**src/rtl/coherence_bus_arbiter.sv**
```systemverilog
// coherence_bus_arbiter
// Round-robin arbiter and sequencer for a shared snooping bus. One requester
// at a time is granted, its BusRd/BusRdX/BusUpgr is broadcast for one cycle,
// snoop responses from every other cache are collected over a fixed window,
// and the requester receives a done pulse with the aggregated shared flag.
//
// Build option: define COHERENCE_BUS_FLUSH_EN to add the flush_ack input and
// a FLUSH state that holds the grant until a dirty owner has written back.
module coherence_bus_arbiter #(
    parameter int NUM_CACHES = 4,
    parameter int ADDR_W     = 32,
    parameter int SNOOP_LAT  = 2
) (
    input  logic                          clk,
    input  logic                          rst,
    input  logic [NUM_CACHES-1:0]         req,
    input  logic [2*NUM_CACHES-1:0]       req_op,
    input  logic [ADDR_W*NUM_CACHES-1:0]  req_addr,
    output logic [NUM_CACHES-1:0]         gnt,
    output logic                          bus_valid,
    output logic [1:0]                    bus_op,
    output logic [ADDR_W-1:0]             bus_addr,
    output logic [$clog2(NUM_CACHES)-1:0] bus_src,
    input  logic [NUM_CACHES-1:0]         snoop_shared,
    input  logic [NUM_CACHES-1:0]         snoop_dirty,
    output logic [NUM_CACHES-1:0]         done,
    output logic                          done_shared,
    output logic                          busy
`ifdef COHERENCE_BUS_FLUSH_EN
    ,
    input  logic                          flush_ack
`endif
);

    localparam int SRC_W = $clog2(NUM_CACHES);
    localparam int SUM_W = SRC_W + 1;

    typedef enum logic [2:0] {
        S_IDLE,
        S_GRANT,
        S_SNOOP,
        S_DONE
`ifdef COHERENCE_BUS_FLUSH_EN
        ,
        S_FLUSH
`endif
    } state_t;

    state_t             state_q, state_d;
    logic [SRC_W-1:0]   ptr_q, ptr_d;
    logic [SRC_W-1:0]   src_q, src_d;
    logic [1:0]         op_q, op_d;
    logic [ADDR_W-1:0]  addr_q, addr_d;
    logic [3:0]         cnt_q, cnt_d;
    logic               shared_acc_q, shared_acc_d;
    logic               dirty_acc_q, dirty_acc_d;

    // Per-cache views of the packed request buses.
    logic [1:0]         op_arr   [NUM_CACHES];
    logic [ADDR_W-1:0]  addr_arr [NUM_CACHES];

    logic [SRC_W-1:0]      sel_idx;
    logic [NUM_CACHES-1:0] other_mask;
    logic                  active;

    assign active     = (state_q != S_IDLE);
    assign other_mask = ~(NUM_CACHES'(1) << src_q);

    generate
        for (genvar gi = 0; gi < NUM_CACHES; gi++) begin : g_cache
            localparam logic [SRC_W-1:0] IDX = SRC_W'(gi);
            assign op_arr[gi]   = req_op[2*gi +: 2];
            assign addr_arr[gi] = req_addr[ADDR_W*gi +: ADDR_W];
            // Grant is held for the whole transaction, GRANT through DONE.
            assign gnt[gi]      = active && (src_q == IDX);
            assign done[gi]     = (state_q == S_DONE) && (src_q == IDX);
        end
    endgenerate

    // Round-robin pick: first requester at or after the pointer, wrapping.
    // Scanning from the farthest offset down lets the nearest one win.
    always_comb begin
        logic [SUM_W-1:0] sum;
        sel_idx = '0;
        sum     = '0;
        for (int k = NUM_CACHES - 1; k >= 0; k--) begin
            sum = {1'b0, ptr_q} + SUM_W'(k);
            if (sum >= SUM_W'(NUM_CACHES)) begin
                sum = sum - SUM_W'(NUM_CACHES);
            end
            if (req[sum[SRC_W-1:0]]) begin
                sel_idx = sum[SRC_W-1:0];
            end
        end
    end

    // Next-state logic for the transaction sequencer and its datapath.
    always_comb begin
        state_d      = state_q;
        ptr_d        = ptr_q;
        src_d        = src_q;
        op_d         = op_q;
        addr_d       = addr_q;
        cnt_d        = cnt_q;
        shared_acc_d = shared_acc_q;
        dirty_acc_d  = dirty_acc_q;
        case (state_q)
            S_IDLE: begin
                if (|req) begin
                    src_d   = sel_idx;
                    // Op 11 is not a real transaction; it goes out as BusRd.
                    op_d    = (op_arr[sel_idx] == 2'b11) ? 2'b00 : op_arr[sel_idx];
                    addr_d  = addr_arr[sel_idx];
                    state_d = S_GRANT;
                end
            end
            S_GRANT: begin
                shared_acc_d = 1'b0;
                dirty_acc_d  = 1'b0;
                cnt_d        = 4'(SNOOP_LAT);
                state_d      = S_SNOOP;
            end
            S_SNOOP: begin
                // The requester's own snoop bits never count.
                shared_acc_d = shared_acc_q | (|(snoop_shared & other_mask));
                dirty_acc_d  = dirty_acc_q  | (|(snoop_dirty  & other_mask));
                cnt_d        = cnt_q - 4'd1;
                if (cnt_q == 4'd1) begin
`ifdef COHERENCE_BUS_FLUSH_EN
                    state_d = dirty_acc_d ? S_FLUSH : S_DONE;
`else
                    state_d = S_DONE;
`endif
                end
            end
`ifdef COHERENCE_BUS_FLUSH_EN
            S_FLUSH: begin
                if (flush_ack) begin
                    state_d = S_DONE;
                end
            end
`endif
            S_DONE: begin
                ptr_d   = (src_q == SRC_W'(NUM_CACHES - 1)) ? '0 : src_q + 1'b1;
                state_d = S_IDLE;
            end
            default: begin
                state_d = S_IDLE;
            end
        endcase
    end

    // State and datapath registers; reset abandons any in-flight transaction.
    always_ff @(posedge clk) begin
        if (rst) begin
            state_q      <= S_IDLE;
            ptr_q        <= '0;
            src_q        <= '0;
            op_q         <= '0;
            addr_q       <= '0;
            cnt_q        <= '0;
            shared_acc_q <= 1'b0;
            dirty_acc_q  <= 1'b0;
        end else begin
            state_q      <= state_d;
            ptr_q        <= ptr_d;
            src_q        <= src_d;
            op_q         <= op_d;
            addr_q       <= addr_d;
            cnt_q        <= cnt_d;
            shared_acc_q <= shared_acc_d;
            dirty_acc_q  <= dirty_acc_d;
        end
    end

    // Bus outputs are decoded from state; the broadcast fields are only
    // driven while a transaction is in flight so IDLE shows a quiet bus.
    always_comb begin
        busy        = active;
        bus_valid   = (state_q == S_GRANT);
        bus_op      = active ? op_q   : '0;
        bus_addr    = active ? addr_q : '0;
        bus_src     = active ? src_q  : '0;
        done_shared = (state_q == S_DONE) && (shared_acc_q || dirty_acc_q);
    end

endmodule
```
**config.mk**
```make
export PLATFORM = sky130hd
export DESIGN_NAME = coherence_bus_arbiter
export DESIGN_NICKNAME = d
export VERILOG_FILES = /design/src/rtl/coherence_bus_arbiter.sv
export SDC_FILE = /design/constraint.sdc
export NUM_CORES = 1
export LEC_CHECK = 0
export BUFFER_PORTS_ARGS = -buffer_cell sky130_fd_sc_hd__buf_2
export CAP_MARGIN = 5
export CORE_ASPECT_RATIO = 1.5
export CORE_MARGIN = 2
export CORE_UTILIZATION = 30
export CTS_CLUSTER_SIZE = 20
export DETAILED_ROUTE_END_ITERATION = 10
export HOLD_SLACK_MARGIN = 0.15
export PLACE_DENSITY_LB_ADDON = 0.05
export SETUP_SLACK_MARGIN = 0.3
export SYNTH_ARGS = -nofsm -noshare
export SYNTH_HDL_FRONTEND = slang
export SYNTH_SLANG_ARGS = --single-unit
```
**constraint.sdc**
```tcl
create_clock -name clk -period 4.2 [get_ports clk]
set_input_delay 1.26 -clock clk [delete_from_list [all_inputs] [get_ports clk]]
set_output_delay 1.26 -clock clk [all_outputs]
set_load 0.005 [all_outputs]
```
==> reports/qor.yml, run 1 <==
sta:
  tightest_slew_ns: 0.968
  fin_crit_ns: 3.02
  worst_slack_ns: 1.18
  skew_ns: 0.00408
  setup_viol: 0
  final_max_slew_viol_count: 0
  finalHoldViolCount: 0
  grt_setup_unrepaired: "false"
  whs_ns: 0.448
  finalSetupTns_ns: 0
  max_freq_mhz: 331
  timing.slew.headroom_pct: 35.5
  period_share_pct: 71.9
placement:
  pre_cts_ws_ns: 0.854
  io_buffer_count: 196
  place.gp.congestion: 0.798
  place_hpwl_um: 8820
synth:
  synth_top_area_share_pct: 27.4
  ys_ff_latch: 46
  synthArstFlopShare_pct: 0
  ys.flop_type: "dfxtp_1"
  syn_nets: 611
  synthesis.area_um2: 3360
  ys_seq_area_share_pct: 27.4
  synth_cells: 451
  yosys-top-cells-count: "nand2_1 (101), dfxtp_1 (46), a21oi_1 (38), nor2b_1 (38)"
  synth.distinct_cells: 35
  ys_top_cells_by_area: "dfxtp_1 (27%), nand2_1 (11%), a311o_1 (9.5%)"
  avgSynthCellArea_um2: 7.44
  synth_area_leader_cell: "dfxtp_1"
  synth_most_common_cell: "nand2_1"
  yosysWarnings: 0
  synth_edf_count: 0
floorplan:
  io_pins: 197
  rows: 47
  core-area_um2: 11000
  start_util_pct: 30.5
  die_w_um: 90.4
  die_area_um2: 12100
  dieHeight_um: 134
clocking:
  hold_buffers: 0
  clk_latency_ns: 0.29
  clk_pin_slew_ns: 0.06
  cts_max_path_buffers: 2
  htree_levels: 2
  root_buffer: "clkbuf_16"
  tritoncts: "yes"
  cts_buffers: 5
  cts_resized: 0
  cts.sink_count: 46
  postCtsSetupRepairBufs: 0
worst_setup_path:
  crit_required_ns: 2.94
  path_cells: "inv_1 > ha_2 > buf_4 > nor2b_1 > buf_2"
  slowest_delay_ns: 0.49
  cp_slowest_cell: "ha_2"
  start_kind: "flop"
  cp.arrival_ns: 1.76
  end_kind: "output port"
  cp_max_fo: 20
  critPathKind: "reg2out"
drt:
  dr.pass1.iters: 4
  drtIter0Drc: 137
  wl_um: 12000
  drtAntennaViolNets: 0
  wl_per_cell_um: 15.6
  via_per_inst: 4.98
  vias: 3837
  post-route-drc-count: 0
global_routing:
  grt_pass1_vias: 3930
  grt_max_degree: 48
  grtUsageTotal_pct: 19.4
  grt_overflow: 0
  antenna_found_initial: 0
  grt_pass1_wl_um: 18900
power:
  switching_power_w: 0.000984
  p_leak_nw: 2.13
  peakVddDrop_mv: 0.224
  power_frac_clock_pct: 17.3
  p_per_area_nw_per_um2: 514
  p_int_w: 0.00138
  p_sw_share_pct: 41.7
  combPwrFrac_pct: 55.1
  p_seq_share_pct: 27.6
final_layout:
  regArea_um2: 921
  antennaDiodeCount: 0
  multiInputGateArea_um2: 2190
  area_growth_pct: 36.7
  fill_cells: 1203
  final_nets: 782
  drive_above_1_share_pct: 35.8
worst_hold_path:
  hold_class: "reg2reg"
job:
  max-cap-violations: 0
outcome:
  status: "finished, final reports clean"
[power groups by stage]
| stage | registers (W) | clock network (W) | logic [W] |
|---|---|---|---|
| final | 0.000651 | 0.000408 | 0.00130 |
| after global routing | 0.000669 | 0.000436 | 0.00147 |
| after CTS | 0.000653 | 0.000421 | 0.00133 |
| after detailed placement | 0.000662 | 0 | 0.00132 |
| after global placement | 0.000659 | 0 | 0.00131 |
| after floorplan | 0.000638 | 0 | 0.000878 |
[worst paths after layout]
path         slack, ns          end        from  depth (start not counted)
max               1.18  bus_addr[3]  state_q[1]                          5
min               0.45   addr_q[13]  addr_q[13]                          2
max reg2reg       1.83   addr_q[18]    ptr_q[1]                          8
min reg2reg       0.45   addr_q[13]  addr_q[13]                          2
[registers in the layout, summed over array words and instances (netlist names)]
register      cells
dirty_acc_q       1
shared_acc_q      1
op_q              2
src_q             2
cnt_q             4
ptr_q             2
addr_q           32
state_q           2
[routing by layer]
metal / track usage, % / wire, um / share of wire [%]
met1: 21.7 / 4820 / 40
met2: 35.5 / 6260 / 52
met3: 3.39 / 590 / 4.9
met4: 9.32 / 357 / 3.0
met5: 0 / 0 / 0
[placed cells by master, fill, tap and decap left out, types with 2 or more instances in the layout]
cell / synthesis / routed
and2_1: 5 / 4
a21boi_0: 32 / 32
nand2_1: 101 / 101
nand2b_1: 3 / 2
a311o_1: 32 / 32
mux2i_1: 10 / 10
clkbuf_16: 0 / 5
dfxtp_1: 46 / 46
nor2_1: 20 / 20
a21oi_1: 38 / 38
o221ai_1: 2 / 2
o21ai_0: 2 / 2
ha_1: 10 / 9
inv_1: 17 / 17
a22oi_1: 3 / 3
a21o_1: 2 / 2
buf_2: 13 / 196
a211oi_1: 32 / 32
buf_4: 0 / 10
nor2b_1: 38 / 38
mux2_2: 2 / 2
[logic make-up after synthesis]
kind of cell | count (synthesis) | synth area share [%]
and+or+nand+nor | 173 | 23.3
AOI/OAI and AO/OA | 150 | 34.0
buffers and inverters | 60 | 7.87
DFF | 46 | 27.4
muxes | 12 | 3.65
adders and majority gates | 10 | 3.73
[per-stage QoR]
step / power (W) / cells / area (um^2) / util [%]
5_1_grt: 0.00257 / 770 / 4590 / 41.7
6_report: 0.00236 / 770 / 4590 / 41.7
2_1_floorplan: 0.00152 / 451 / 3360 / -
4_1_cts: 0.00240 / 770 / 4590 / 41.7
3_5_place_dp: 0.00199 / 762 / 4440 / 40.4
3_3_place_gp: 0.00197 / 762 / 4440 / 40.4
[worst max-delay path: cells and delay by family (launching register included)]
family | cells | cell delay, ns
flops | 1 | 0.34
buf+inv | 3 | 0.55
simple gates | 1 | 0.08
fa+ha+maj | 1 | 0.49
[final cells by class]
cell class / count / share of cell area, %
well taps: 147 / 4.01
clock buffers: 7 / 3.11
clock inverters: 1 / 0.109
flip-flops and latches: 46 / 20.1
repair buffers: 207 / 23.5
multi-input cells: 345 / 47.8
inverters: 17 / 1.39
No activity file was read; power rests on OpenSTA's default activity.
==> run 2, diff against run 1 <==
Clock period 4.2 ns to 3 ns, I/O delays scaled along.
==> run 2 against run 1 <==
Effect of this change: count of clock-buffer cells in the layout unchanged; die area unchanged; first-iteration DRC count up 2.9%; total power up 45%; combinational power up 49%; highest routed layer unchanged; global-route usage up 0.71 points.
==> reports/qor.yml, run 2 (same netlist as run 1, synthesis figures left out) <==
drt:
  wirelength_met1_um: 4860  # +0.89%
  routed-wl-met3_um: 591  # +0.17%
  wl_per_cell_um: 15.6  # about the same
  drtAntennaViolNets: 0  # unchanged
  wl_um: 12200  # +1.1%
  drtIter0Drc: 141  # +2.9%
  top_layer_used: "met4"
  dr.pass1.iters: 4  # unchanged
  vias: 3899  # +1.6%
  wl_met2_um: 6400  # +2.2%
  post-route-drc-count: 0  # unchanged
  via_per_inst: 5.01  # +0.57%
floorplan:
  die_w_um: 90.4  # unchanged
  io_pins: 197  # unchanged
  core-area_um2: 11000  # unchanged
  dieHeight_um: 134  # unchanged
  rows: 47  # unchanged
  die_area_um2: 12100  # unchanged
  start_util_pct: 30.5  # unchanged
clocking:
  clk_pin_slew_ns: 0.07  # about the same
  clk_latency_ns: 0.29  # about the same
  postCtsSetupRepairBufs: 0  # unchanged
  cts_max_path_buffers: 2  # unchanged
  cts_buffers: 5  # unchanged
  tritoncts: "yes"
  cts.sink_count: 46  # unchanged
  htree_levels: 2  # unchanged
  root_buffer: "clkbuf_16"
worst_setup_path:
  crit_required_ns: 2.10  # -0.84 ns
  slowest_delay_ns: 0.39  # -0.10 ns
  cpLargestDelayFamily: "buffers and inverters"
  critPathKind: "reg2out"
  reg2regPathDepth: 8  # unchanged
  reg2reg_setup_slack_ns: 0.86  # -0.97 ns
  path_cells: "inv_1 > ha_4 > buf_4 > nor2b_1 > buf_2"
  cp_slowest_cell: "dfxtp_1"
  r2r-start: "ptr_q[1]"
  cp.arrival_ns: 1.54  # -0.22 ns
  start_kind: "flop"
  worstPathBufferInverterCount: 3  # unchanged
  end_kind: "output port"
  rr_endpoint: "addr_q[25]"
  cp_max_fo: 17  # -15%
global_routing:
  grt_overflow: 0  # unchanged
  grt_pass1_wl_um: 19700  # +4.2%
  grtUsageTotal_pct: 20.1  # +0.71 points
  antenna_found_initial: 1  # +1
  grt_pass1_vias: 3926  # -0.10%
  grt_max_degree: 40  # -17%
power:
  peakVddDrop_mv: 0.399  # +78%
  power_w: 0.00343  # +45%
  p_leak_nw: 2.18  # +2.6%
  p_per_area_nw_per_um2: 727  # +41%
final_layout:
  drive_above_1_share_pct: 36.5  # +0.71 points
  area_growth_pct: 40.5
  final_cell_count_no_fill: 778  # +1.0%
  final_nets: 789  # +0.90%
  largest_reg_flops: 32  # unchanged
  regArea_um2: 921  # unchanged
  top_register: "addr_q"
  top_regs: "addr_q: 32 flops, cnt_q: 4 flops"
  fill_cells: 1175  # -2.3%
  mostFrequentLayoutCell: "buf_2"
  multiInputGateArea_um2: 2200  # +0.46%
  layout_common_cells: "buf_2 (196), nand2_1 (101), dfxtp_1 (46)"
sta:
  finalSetupTns_ns: 0  # unchanged
  setup_viol: 0  # unchanged
  max_freq_mhz: 409
  tightest_slew_ns: 0.559  # -0.409 ns
  fin_crit_ns: 2.44
  grt_setup_unrepaired: "false"
  worst_slack_ns: 0.558  # -0.624 ns
  skew_ns: 0.00765  # +0.00357 ns
  finalHoldViolCount: 0  # unchanged
  whs_ns: 0.449  # +0.000661 ns
  final_max_slew_viol_count: 0  # unchanged
  timing.slew.headroom_pct: 62.8  # +27 points
  period_share_pct: 81.4
worst_hold_path:
  hp-start: "addr_q[27]"
  hold_end: "addr_q[27]"
  hold_class: "reg2reg"
  hold_depth: 2  # unchanged
job:
  max-cap-violations: 0  # unchanged
placement:
  io_buffer_count: 196  # unchanged
  place_hpwl_um: 9100  # +3.2%
  pre_cts_ws_ns: 0.278  # -0.576 ns
  place_inst: 769  # +0.92%
  place.gp.congestion: 0.836  # +4.8%
outcome:
  status: "finished, final reports clean"
run 2: timing repair:
| action | CTS | global route |
|---|---|---|
| hold buffers | 0 | 0 |
| hold endpoints to repair | 0 | 0 |
| setup endpoints to repair | 0 | 2 |
| gates resized for setup | 0 | 1 |
run 2: through the flow:
stage	cell area [um^2]	util, %
detailed placement	4550	41.4
finish	4710	42.9
CTS	4700	42.8
floorplan	3360	-
global placement	4550	41.4
global route	4710	42.9
run 2: layout make-up:
type / count / share of cell area, %
inverter: 17 / 1.35
tap: 147 / 3.90
antenna: 1 / 0.0531
clock inverter: 1 / 0.106
multi-input combinational: 345 / 46.8
timing repair buffer: 214 / 25.3
clock buffer: 7 / 3.03
sequential: 46 / 19.5
run 2: worst register-to-register path, delay by kind of cell, from the launching register on:
family	cells	cell delay (ns)
AOI/OAI and AO/OA	3	0.54
DFF	1	0.42
and+or+nand+nor	3	0.59
buffers and inverters	2	0.52
run 2: worst max-delay path by stage:
| stage | to | cells after the start | slack (ns) | start |
|---|---|---|---|---|
| finish | bus_addr[3] | 5 | 0.56 | state_q[0] |
| global route | addr_q[31] | 9 | 0.44 | req[0] |
| CTS | bus_addr[3] | 5 | 0.38 | state_q[0] |
| detailed placement | addr_q[25] | 9 | 0.28 | req[0] |
| global placement | addr_q[31] | 9 | 0.33 | req[0] |
| floorplan | op_q[0] | 5 | 0.61 | req[0] |
run 2: power by group:
part           switching, W  total, W  internal (W)
logic               0.00107   0.00194      0.000871
registers         0.0000991  0.000906      0.000807
clock network      0.000244  0.000575      0.000331
total               0.00142   0.00343       0.00201
run 2: routing by layer:
layer	vias up	GRT usage, %
met4	0	6.75
met2	126	38.3
met3	18	3.45
met5	-	0
li1	1947	-
met1	1808	22.4
